**config.mk**
```make
export PLATFORM = sky130hd
export DESIGN_NAME = uart_rx_ctrl
export DESIGN_NICKNAME = d
export VERILOG_FILES = /design/src/rtl/uart_rx_ctrl.sv
export SDC_FILE = /design/constraint.sdc
export NUM_CORES = 1
export LEC_CHECK = 0
export ABC_AREA = 1
export CORE_MARGIN = 10
export CORE_UTILIZATION = 45
export DETAILED_ROUTE_END_ITERATION = 6
export DONT_BUFFER_PORTS = 1
export MAX_ROUTING_LAYER = met4
export SYNTH_ARGS = -nofsm -noshare
export SYNTH_HDL_FRONTEND = slang
export SYNTH_SLANG_ARGS = --single-unit
```
**constraint.sdc**
```tcl
create_clock -name CLK -period 2.2 [get_ports CLK]
set_clock_uncertainty 0.05 [all_clocks]
set_input_delay 0.55 -clock CLK [delete_from_list [all_inputs] [get_ports CLK]]
set_output_delay 0.55 -clock CLK [all_outputs]
set_load 0.05 [all_outputs]
```
**src/rtl/uart_rx_ctrl.sv**
```systemverilog
// rtl/uart_rx_ctrl.sv - UART receiver with oversampled start/data/parity/stop framing and error pulses
module uart_rx_ctrl #(
    parameter int DATA_W     = 8,
    parameter int PRESCALE_W = 6
) (
    input  logic                  CLK,
    input  logic                  RST,
    input  logic                  RX_IN,
    input  logic [PRESCALE_W-1:0] Prescale,
    input  logic                  PAR_EN,
    input  logic                  PAR_TYP,
    input  logic                  STOP2,
    output logic [DATA_W-1:0]     P_DATA,
    output logic                  data_valid,
    output logic                  par_err,
    output logic                  stp_err,
    output logic                  busy
);
    typedef enum logic [2:0] {
        IDLE   = 3'b000,
        START  = 3'b001,
        DATA   = 3'b011,
        PARITY = 3'b010,
        STOP   = 3'b110,
        VALID  = 3'b111
    } state_t;

    state_t                state;
    logic [PRESCALE_W-1:0] cnt;
    logic [PRESCALE_W-1:0] p_q;
    logic [3:0]            bit_idx;
    logic                  stop_idx;
    logic [DATA_W-1:0]     shift_q;
    logic                  par_en_q;
    logic                  par_typ_q;
    logic                  stop2_q;
    logic [2:0]            smp;
    logic                  par_flag;
    logic                  stp_flag;

    logic [PRESCALE_W-1:0] presc_even;
    logic [PRESCALE_W-1:0] presc_eff;
    logic [PRESCALE_W-1:0] half;
    logic [PRESCALE_W-1:0] last_edge;
    logic                  bit_end;
    logic                  bit_val;
    logic                  exp_par;

    // Odd prescales would put the centre sample off-bit; tiny ones leave no room for three samples.
    assign presc_even = Prescale & ~PRESCALE_W'(1);
    assign presc_eff  = (presc_even < PRESCALE_W'(8)) ? PRESCALE_W'(8) : presc_even;
    assign half       = p_q >> 1;
    assign last_edge  = p_q - PRESCALE_W'(1);
    assign bit_end    = (cnt == last_edge);
    assign bit_val    = (smp[0] & smp[1]) | (smp[0] & smp[2]) | (smp[1] & smp[2]);
    assign exp_par    = (^shift_q) ^ par_typ_q;
    assign busy       = (state != IDLE);

    always_ff @(posedge CLK or negedge RST) begin
        if (!RST) begin
            state      <= IDLE;
            cnt        <= '0;
            p_q        <= '0;
            bit_idx    <= '0;
            stop_idx   <= 1'b0;
            shift_q    <= '0;
            par_en_q   <= 1'b0;
            par_typ_q  <= 1'b0;
            stop2_q    <= 1'b0;
            smp        <= '0;
            par_flag   <= 1'b0;
            stp_flag   <= 1'b0;
            P_DATA     <= '0;
            data_valid <= 1'b0;
            par_err    <= 1'b0;
            stp_err    <= 1'b0;
        end else begin
            data_valid <= 1'b0;
            par_err    <= 1'b0;
            stp_err    <= 1'b0;

            if (state != IDLE && state != VALID) begin
                if (cnt == half - PRESCALE_W'(1)) smp[0] <= RX_IN;
                if (cnt == half)                  smp[1] <= RX_IN;
                if (cnt == half + PRESCALE_W'(1)) smp[2] <= RX_IN;
                cnt <= bit_end ? '0 : cnt + PRESCALE_W'(1);
            end

            case (state)
                IDLE, VALID: begin
                    // A start edge right after VALID is taken immediately so back-to-back frames survive.
                    if (!RX_IN) begin
                        state     <= START;
                        cnt       <= '0;
                        p_q       <= presc_eff;
                        par_en_q  <= PAR_EN;
                        par_typ_q <= PAR_TYP;
                        stop2_q   <= STOP2;
                        bit_idx   <= '0;
                        stop_idx  <= 1'b0;
                        par_flag  <= 1'b0;
                        stp_flag  <= 1'b0;
                    end else begin
                        state <= IDLE;
                    end
                end
                START: begin
                    if (bit_end) state <= bit_val ? IDLE : DATA;
                end
                DATA: begin
                    if (bit_end) begin
                        shift_q <= {bit_val, shift_q[DATA_W-1:1]};
                        bit_idx <= bit_idx + 4'd1;
                        if (bit_idx == 4'(DATA_W - 1)) state <= par_en_q ? PARITY : STOP;
                    end
                end
                PARITY: begin
                    if (bit_end) begin
                        par_flag <= (bit_val != exp_par);
                        state    <= STOP;
                    end
                end
                STOP: begin
                    if (bit_end) begin
                        if (stop2_q && !stop_idx) begin
                            stop_idx <= 1'b1;
                            if (!bit_val) stp_flag <= 1'b1;
                        end else if (par_flag || stp_flag || !bit_val) begin
                            par_err <= par_flag;
                            stp_err <= stp_flag | ~bit_val;
                            state   <= IDLE;
                        end else begin
                            P_DATA     <= shift_q;
                            data_valid <= 1'b1;
                            state      <= VALID;
                        end
                    end
                end
                default: state <= IDLE;
            endcase
        end
    end
endmodule

```
Word level (Yosys, flattened, before mapping)
Cells that the tools add are included.
{"block": "classes", "eq_ne": 21, "mul": 0, "n_mux": 41, "add_sub_neg": 5, "n_shift": 0, "bitwise": 11, "magnitude_cmp": 1, "div": 0, "reduce_logical": 24}
{"operator": "two-way mux 6 bit", "n": 5}
{"operator": "two-way mux 3 bit", "n": 8}
{"operator": "two-way mux 1 bit", "n": 20}
{"operator": "== test 6 bit", "n": 3}
{"operator": "!= test 2 bit (second input constant)", "n": 9}
{"operator": "case mux 3 bit (5 select lines)", "n": 1}
{"operator": "AND reduction 2 bit", "n": 5}
{"operator": "two-way mux 4 bit", "n": 2}
{"operator": "case mux 4 bit (2 select lines)", "n": 1}
{"operator": "AND reduction 4 bit", "n": 2}
{"operator": "parity 8 bit", "n": 1}
{"operator": "adder 5 x 1 -> 6 bit (second input constant)", "n": 1}
{"operator": "adder 6 x 1 -> 6 bit (second input constant)", "n": 1}
{"operator": "== test 3 x 2 -> 1 bit (second input constant)", "n": 2}
{"operator": "== test 3 bit (second input constant)", "n": 2}
{"operator": "== test 6 x 5 -> 1 bit", "n": 1}
{"operator": "< comparator 6 x 4 -> 1 bit (second input constant)", "n": 1}
{"operator": "case mux 1 bit (2 select lines)", "n": 3}
{"operator": "AND reduction 3 bit", "n": 2}
{"operator": "AND reduction 6 bit", "n": 1}
{"operator": "nonzero test 2 bit", "n": 3}
{"operator": "subtractor 5 x 1 -> 6 bit (second input constant)", "n": 1}
{"operator": "subtractor 6 x 1 -> 6 bit (second input constant)", "n": 1}
{"operator": "AND reduction 5 bit", "n": 1}
{"operator": "other kinds (16)", "n": 26}
{"block": "word_totals", "latch_bits": 0, "input_bits": 12, "out_inout_bits": 12, "regBits": 47, "mem_count": 0, "ramBits": 0, "rom_bits": 0}

Depth between registers and ports, before layout
Gate-level depths: netlist of run 1.
{"block": "depth", "depth_word": 9, "depth_mapped": 13, "depth_no_buf": 13}

Worst setup path before layout of run 1
Ideal clock, no wire load.
{"block": "synth_timing", "path_kind": "reg-to-reg", "from": "register p_q[1]", "to": "register shift_q[7]", "synth_period_minus_slack_ns": 1.822, "path_stages_with_launch": 13, "setup_time_ns": 0.119, "t_arrival_ns": 1.653, "path_slack_ns": 0.378, "path_buffers": 1, "cell_sequence": "dfrtp_1 > inv_2 > ha_1 > inv_1 > nand2_1 > nand2_1 > nand2_1 > nor2_2 > nand3_4 > nor2_4 > buf_6 > nand2_1 > o21a_1"}
{"block": "synth_between", "elab_chain_cells": 3}
{"element": "from (decl)", "line_no": "30", "rtl": "logic [PRESCALE_W-1:0] p_q;"}
{"element": "from (signal assigned)", "line_no": "95", "rtl": "p_q <= presc_eff;"}
{"element": "subtractor 6 x 1 -> 6 bit", "line_no": "53", "rtl": "assign last_edge = p_q - PRESCALE_W'(1);"}
{"element": "== test 6 bit", "line_no": "54", "rtl": "assign bit_end = (cnt == last_edge);"}
{"element": "AND reduction 2 bit (no source line)"}
{"element": "to (signal assigned)", "line_no": "112", "rtl": "shift_q <= {bit_val, shift_q[DATA_W-1:1]};"}
{"element": "to (decl)", "line_no": "33", "rtl": "logic [DATA_W-1:0] shift_q;"}
No other way between the ends.
A chain may end at the register's enable or synchronous reset.

Final worst setup path of run 1
{"block": "layout_timing", "from": "register p_q[1]", "to": "register shift_q[3]"}
Same word-level chain as after synthesis.

==> results.cfg, run 1 <==
[outcome]
outcome = finished, final reports clean

[drt]
wl_per_cell_um = 12.51
wl_um = 5756
vias = 2253
drtIter0Drc = 97
ant_nets = 0
viasPerCell = 4.898
drc_errors = 0
first_pass_iters = 4

[setup_path]
end_kind = flop
critPathMaxFanout = 8
cp-start-kind = flop
required_ns = 2.39
crit_type = flop to flop
rr_worst_depth = 12
worstPathArrival_ns = 2.14
rr_startpoint = p_q[1]
rrSetupSlack_ns = 0.25
r2r-end = shift_q[3]

[synth]
synthCells = 375
yosys_warnings = 0
syn_nets = 391
ys.flop_type = dfrtp_1
postSynth.asyncResetShare_pct = 100.0
avgSynthCellArea_um2 = 7.357
ys_types = 33
syn-cell-area_mm2 = 0.002759
ys_seq_area_share_pct = 41.72
ys_seq_elements = 46
synth_edf_count = 0

[floorplanning]
die_h_um = 98.30
num_rows = 28
dieArea_mm2 = 0.009663
io_pins = 24
die_x_um = 98.30
start_util_pct = 46.60
coreArea_mm2 = 0.005921

[pwr]
pwr-share-clk_pct = 42.6
intPower_mw = 1.200
pwr-share-seq_pct = 54.9
switching_share_pct = 22.39
p_leak_nw = 1.635
switching_power_uw = 346.2
pwr-share-comb_pct = 2.5
powerDensity_mw_per_mm2 = 516.2
peakVddDrop_mv = 0.2703

[timing]
slew_violations = 0
setup_viol = 0
post-route-period-util_pct = 88.85
hold_ws_ns = 0.02801
tightest_slew_ns = 0.4842
slew_headroom_pct = 67.72
rsz0062_at_grt = no
min_period_ns = 1.955
fmax_mhz = 511.6
tns_ns = 0
finalHoldViolCount = 0

[cells_and_area]
mostFrequentLayoutCell = nand2_1
fin_nets = 400
drive_above_1_share_pct = 10.13
final_util_pct = 50.59
mostFrequentLayoutCells = nand2_1 (121), inv_1 (51), dfrtp_1 (46)
n_antenna_cell = 0
syn2layout_area_growth_pct = 8.571

[global_route]
grt_start_max_net_pins = 47
antenna_found_initial = 0
grt_pass1_vias = 2244
overflow = 0
grt_usage_pct = 12.65
grt_pass1_wl_um = 10110

[place]
hpwlAfterDp_um = 4318
globalplace.congestion = 0.8724
portBuffers = 0

[flow_run]
maxCapViolCount = 0

[clock_network]
clock_latency_ns = 0.31
cts.sinks = 46
clock-root-buffer = clkbuf_8
cts_htree_levels = 2
clkTransAtPathRegs_ns = 0.09
numCtsBuffers = 5
cts_resized = 0
clock_tree.buffer_depth = 2
postCtsSetupRepairBufs = 0
cts_tree = yes

[hold_path]
hold_path.class = input port to asynchronous set/reset pin
[cells in the mapped netlist (2+ instances only)]
cell	n	area, um2
nand2_1	121	454.2
inv_1	51	191.4
dfrtp_1	46	1151
nand3_1	32	160.2
nor2_1	25	93.84
o21ai_0	21	105.1
xor2_1	12	105.1
inv_2	9	33.78
xnor2_1	7	61.31
a21oi_1	6	30.03
nand4_1	5	31.28
ha_1	4	50.05
nor3_1	4	20.02
o21ai_1	4	20.02
buf_6	3	33.78
nand3b_1	3	22.52
nor2_4	3	33.78
nand2_2	2	12.51
nand3_2	2	20.02
nor2_2	2	12.51
[what timing repair did]
action,4_1_cts,5_1_grt
hold buffers,1,0
setup endpoints to repair,0,0
hold endpoints to repair,46,0
[registers in the layout (all words and copies together), names as in the netlist, 3 cells and up]
register and cells:
smp 3, bit_idx 4, P_DATA 8, shift_q 8, p_q 5, cnt 6
state 3
[kinds of logic (layout without fill, tap and decap cells)]
family / after synthesis / after routing / share of synthesized area, %
XOR/XNOR: 19 / 19 / 6.032
AND/OR/NAND/NOR: 205 / 205 / 33.70
flip-flops: 46 / 46 / 41.72
buffers and inverters: 67 / 77 / 10.20
AO/OA/AOI/OAI: 34 / 34 / 6.531
adder cells (fa/ha/maj): 4 / 4 / 1.814
[power by group through the flow]
stage          clock network [mW]  logic (mW)  registers, mW
2_1_floorplan                   0      0.0135          0.866
3_3_place_gp                    0      0.0165          0.866
3_5_place_dp                    0      0.0168          0.866
4_1_cts                     0.680      0.0400          0.850
5_1_grt                     0.708      0.0446          0.850
6_report                    0.659      0.0380          0.850
[per-stage QoR]
stage | worst slack, ns | power, mW | area (um2) | std cells
detailed placement | 0.2356 | 0.8832 | 2855 | 451
CTS | 0.2190 | 1.570 | 2995 | 460
global placement | 0.2658 | 0.8828 | 2855 | 451
floorplan | 0.3780 | 0.8794 | 2759 | 375
finish | 0.2453 | 1.546 | 2995 | 460
global route | 0.01054 | 1.603 | 2995 | 460
[worst max-delay path: stages, from the launching register on]
cell and delay [ns]:
dfrtp_1 0.38, inv_2 0.04, ha_1 0.33, inv_1 0.07
nand2_1 0.05, nand2_1 0.05, nand2_1 0.06, nor2_2 0.15
nand3_4 0.16, nor2_4 0.23, buf_4 0.19, nand2_1 0.05
o21ai_1 0.07
[final cells by class]
cell class	instances	area, um2
tap	75	93.84
sequential	46	1151
timing repair buffer	8	80.08
multi-input combinational	262	1326
clock inverter	3	43.79
fill	594	2925
clock buffer	5	68.82
inverter	61	231.5
[per-layer routing]
layer  part of all wire (%)  global-route usage, %  up-vias
li1                       -                      -     1186
met1                     50                  15.03     1034
met2                     44                  20.12       28
met5                      0                      -        -
met4                    1.1                  3.749        0
met3                    5.1                  3.876        5
[worst max-delay path by stage]
stage	startpoint	endpoint	slack, ns	cells past startpoint
CTS	p_q[1]	shift_q[3]	0.22	12
global placement	p_q[1]	shift_q[3]	0.27	12
floorplan	p_q[1]	shift_q[7]	0.38	12
finish	p_q[1]	shift_q[3]	0.25	12
global route	p_q[2]	shift_q[5]	0.01	12
detailed placement	p_q[1]	shift_q[6]	0.24	11
No activity file was read; power rests on OpenSTA's default activity.
==> run 2, diff against run 1 <==
- REMOVE_ABC_BUFFERS: default -> 1
==> run 2 against run 1 <==
Power decreased by 0.34%. Fmax shrank 2.7%. Register-to-register slack lost 0.05 ns. Die area stayed put. Worst hold slack got worse by 0.0011 ns. Critical path depth is the same. Combinational power is 2% lower. Highest routed layer unchanged.
==> results.cfg, run 2 (synthesis results as in run 1) <==
[cells_and_area]
mostFrequentLayoutCell = nand2_1
final_util_pct = 50.57
syn2layout_area_growth_pct = 8.526
drive_above_1_share_pct = 10.16
n_antenna_cell = 0
multiInputGateArea_mm2 = 0.001326
nFillCells = 588
mostFrequentLayoutCells = nand2_1 (121), inv_1 (51), dfrtp_1 (45)
largestRegisters = P_DATA: 8 flops, shift_q: 8 flops, cnt: 6 flops
regArea_mm2 = 0.001152
fin_nets = 399

[timing]
tightest_slew_ns = 0.4869
fmax_mhz = 497.9
rsz0062_at_grt = no
slew_violations = 0
post-route-period-util_pct = 91.30
setup_viol = 0
min_period_ns = 2.009
slew_headroom_pct = 67.54
tns_ns = 0
hold_ws_ns = 0.02693
finalHoldViolCount = 0

[place]
hpwlAfterDp_um = 4199
globalplace.congestion = 0.8584
portBuffers = 0

[pwr]
pwr-share-comb_pct = 2.4
pwr-share-clk_pct = 42.5
peakVddDrop_mv = 0.2496
intPower_mw = 1.205
switching_share_pct = 21.79
switching_power_uw = 335.8
pwr-share-seq_pct = 55.1
powerDensity_mw_per_mm2 = 514.7
p_leak_nw = 1.629

[drt]
vias = 2247
first_pass_iters = 4
drtIter0Drc = 85
viasPerCell = 4.895
drc_errors = 0
ant_nets = 0
wl_um = 5625
wl_per_cell_um = 12.25

[floorplanning]
die_h_um = 98.30
die_x_um = 98.30
num_rows = 28
coreArea_mm2 = 0.005921
start_util_pct = 46.60
dieArea_mm2 = 0.009663
io_pins = 24

[flow_run]
maxCapViolCount = 0

[clock_network]
numCtsBuffers = 5
cts.sinks = 46
clkTransAtPathRegs_ns = 0.10
clock_tree.buffer_depth = 2
cts_tree = yes
clock_latency_ns = 0.31
postCtsSetupRepairBufs = 0
clock-root-buffer = clkbuf_8
cts_htree_levels = 2

[global_route]
grt_pass1_vias = 2044
use_met3_pct = 2.889
overflow = 0
use_met2_pct = 18.56
grt_use_met1_pct = 15.56
top_usage_layer = met2
grt_start_max_net_pins = 47
grt_pass1_wl_um = 9653
antenna_found_initial = 0
grt_usage_pct = 12.16

[setup_path]
rrSetupSlack_ns = 0.19
rr_startpoint = p_q[1]
r2r-end = shift_q[1]
critPathMaxFanout = 8
worstPathArrival_ns = 2.18
required_ns = 2.38
rr_worst_depth = 12
end_kind = flop
critPathCapture = shift_q[1]
crit_type = flop to flop
cp-start-kind = flop
crit_path_start = p_q[1]

[outcome]
outcome = finished, final reports clean

[hold_path]
hold_path.class = input port to asynchronous set/reset pin
run 2: repair_timing:
item                       CTS  global route
setup endpoints to repair    0             8
gates resized for setup      0             1
hold buffers                 1             0
hold endpoints to repair    46             0
run 2: power by group through the flow:
stage	sequential (mW)	clock, mW	combinational, mW
2_1_floorplan	0.866	0	0.0135
3_3_place_gp	0.866	0	0.0163
3_5_place_dp	0.866	0	0.0166
4_1_cts	0.849	0.684	0.0394
5_1_grt	0.850	0.724	0.0440
6_report	0.849	0.654	0.0374
run 2: critical path, cell delays in order (launching register included):
cell     delay [ns]
dfrtp_2        0.42
inv_2          0.05
ha_1           0.33
inv_1          0.07
nand2_1        0.04
nand2_1        0.06
nand2_1        0.07
nor2_2         0.15
nand3_4        0.16
nor2_4         0.22
buf_4          0.19
nand2_1        0.05
o21ai_0        0.08
run 2: worst min-delay path by stage:
stage,startpoint,to,cells past startpoint
after floorplan,RST,P_DATA[0],0
after global placement,RST,p_q[4],0
after detailed placement,RST,p_q[5],0
after CTS,RST,P_DATA[5],1
after global routing,RST,P_DATA[5],1
final,RST,P_DATA[5],1
run 2: stage by stage:
stage          area, um2  cells  power [mW]  worst slack, ns
2_1_floorplan       2709    369      0.8794           0.2448
3_3_place_gp        2848    450      0.8825           0.1641
3_5_place_dp        2848    450      0.8828           0.1468
4_1_cts             2993    459       1.573           0.1270
5_1_grt             2994    459       1.618          0.03561
6_report            2994    459       1.541           0.1914
run 2: layer usage:
metal	wire (um)	up-vias
met5	0	-
li1	-	1179
met4	94	0
met2	2578	45
met1	2739	1016
met3	213	7
run 2: final cells by class:
cell class | count | area share (%)
multi-input cells | 262 | 44.30
flip-flops and latches | 46 | 38.49
inverters | 61 | 7.731
well taps | 75 | 3.134
repair buffers | 7 | 2.424
clock buffers | 5 | 2.298
clock inverters | 3 | 1.630
==> run 3, diff against run 2 <==
- CTS_BUF_LIST: default -> sky130_fd_sc_hd__clkbuf_2 sky130_fd_sc_hd__clkbuf_4 sky130_fd_sc_hd__clkbuf_8
==> results of run 3 <==
No change in the layout: final DEF, timing and power equal those of run 2.
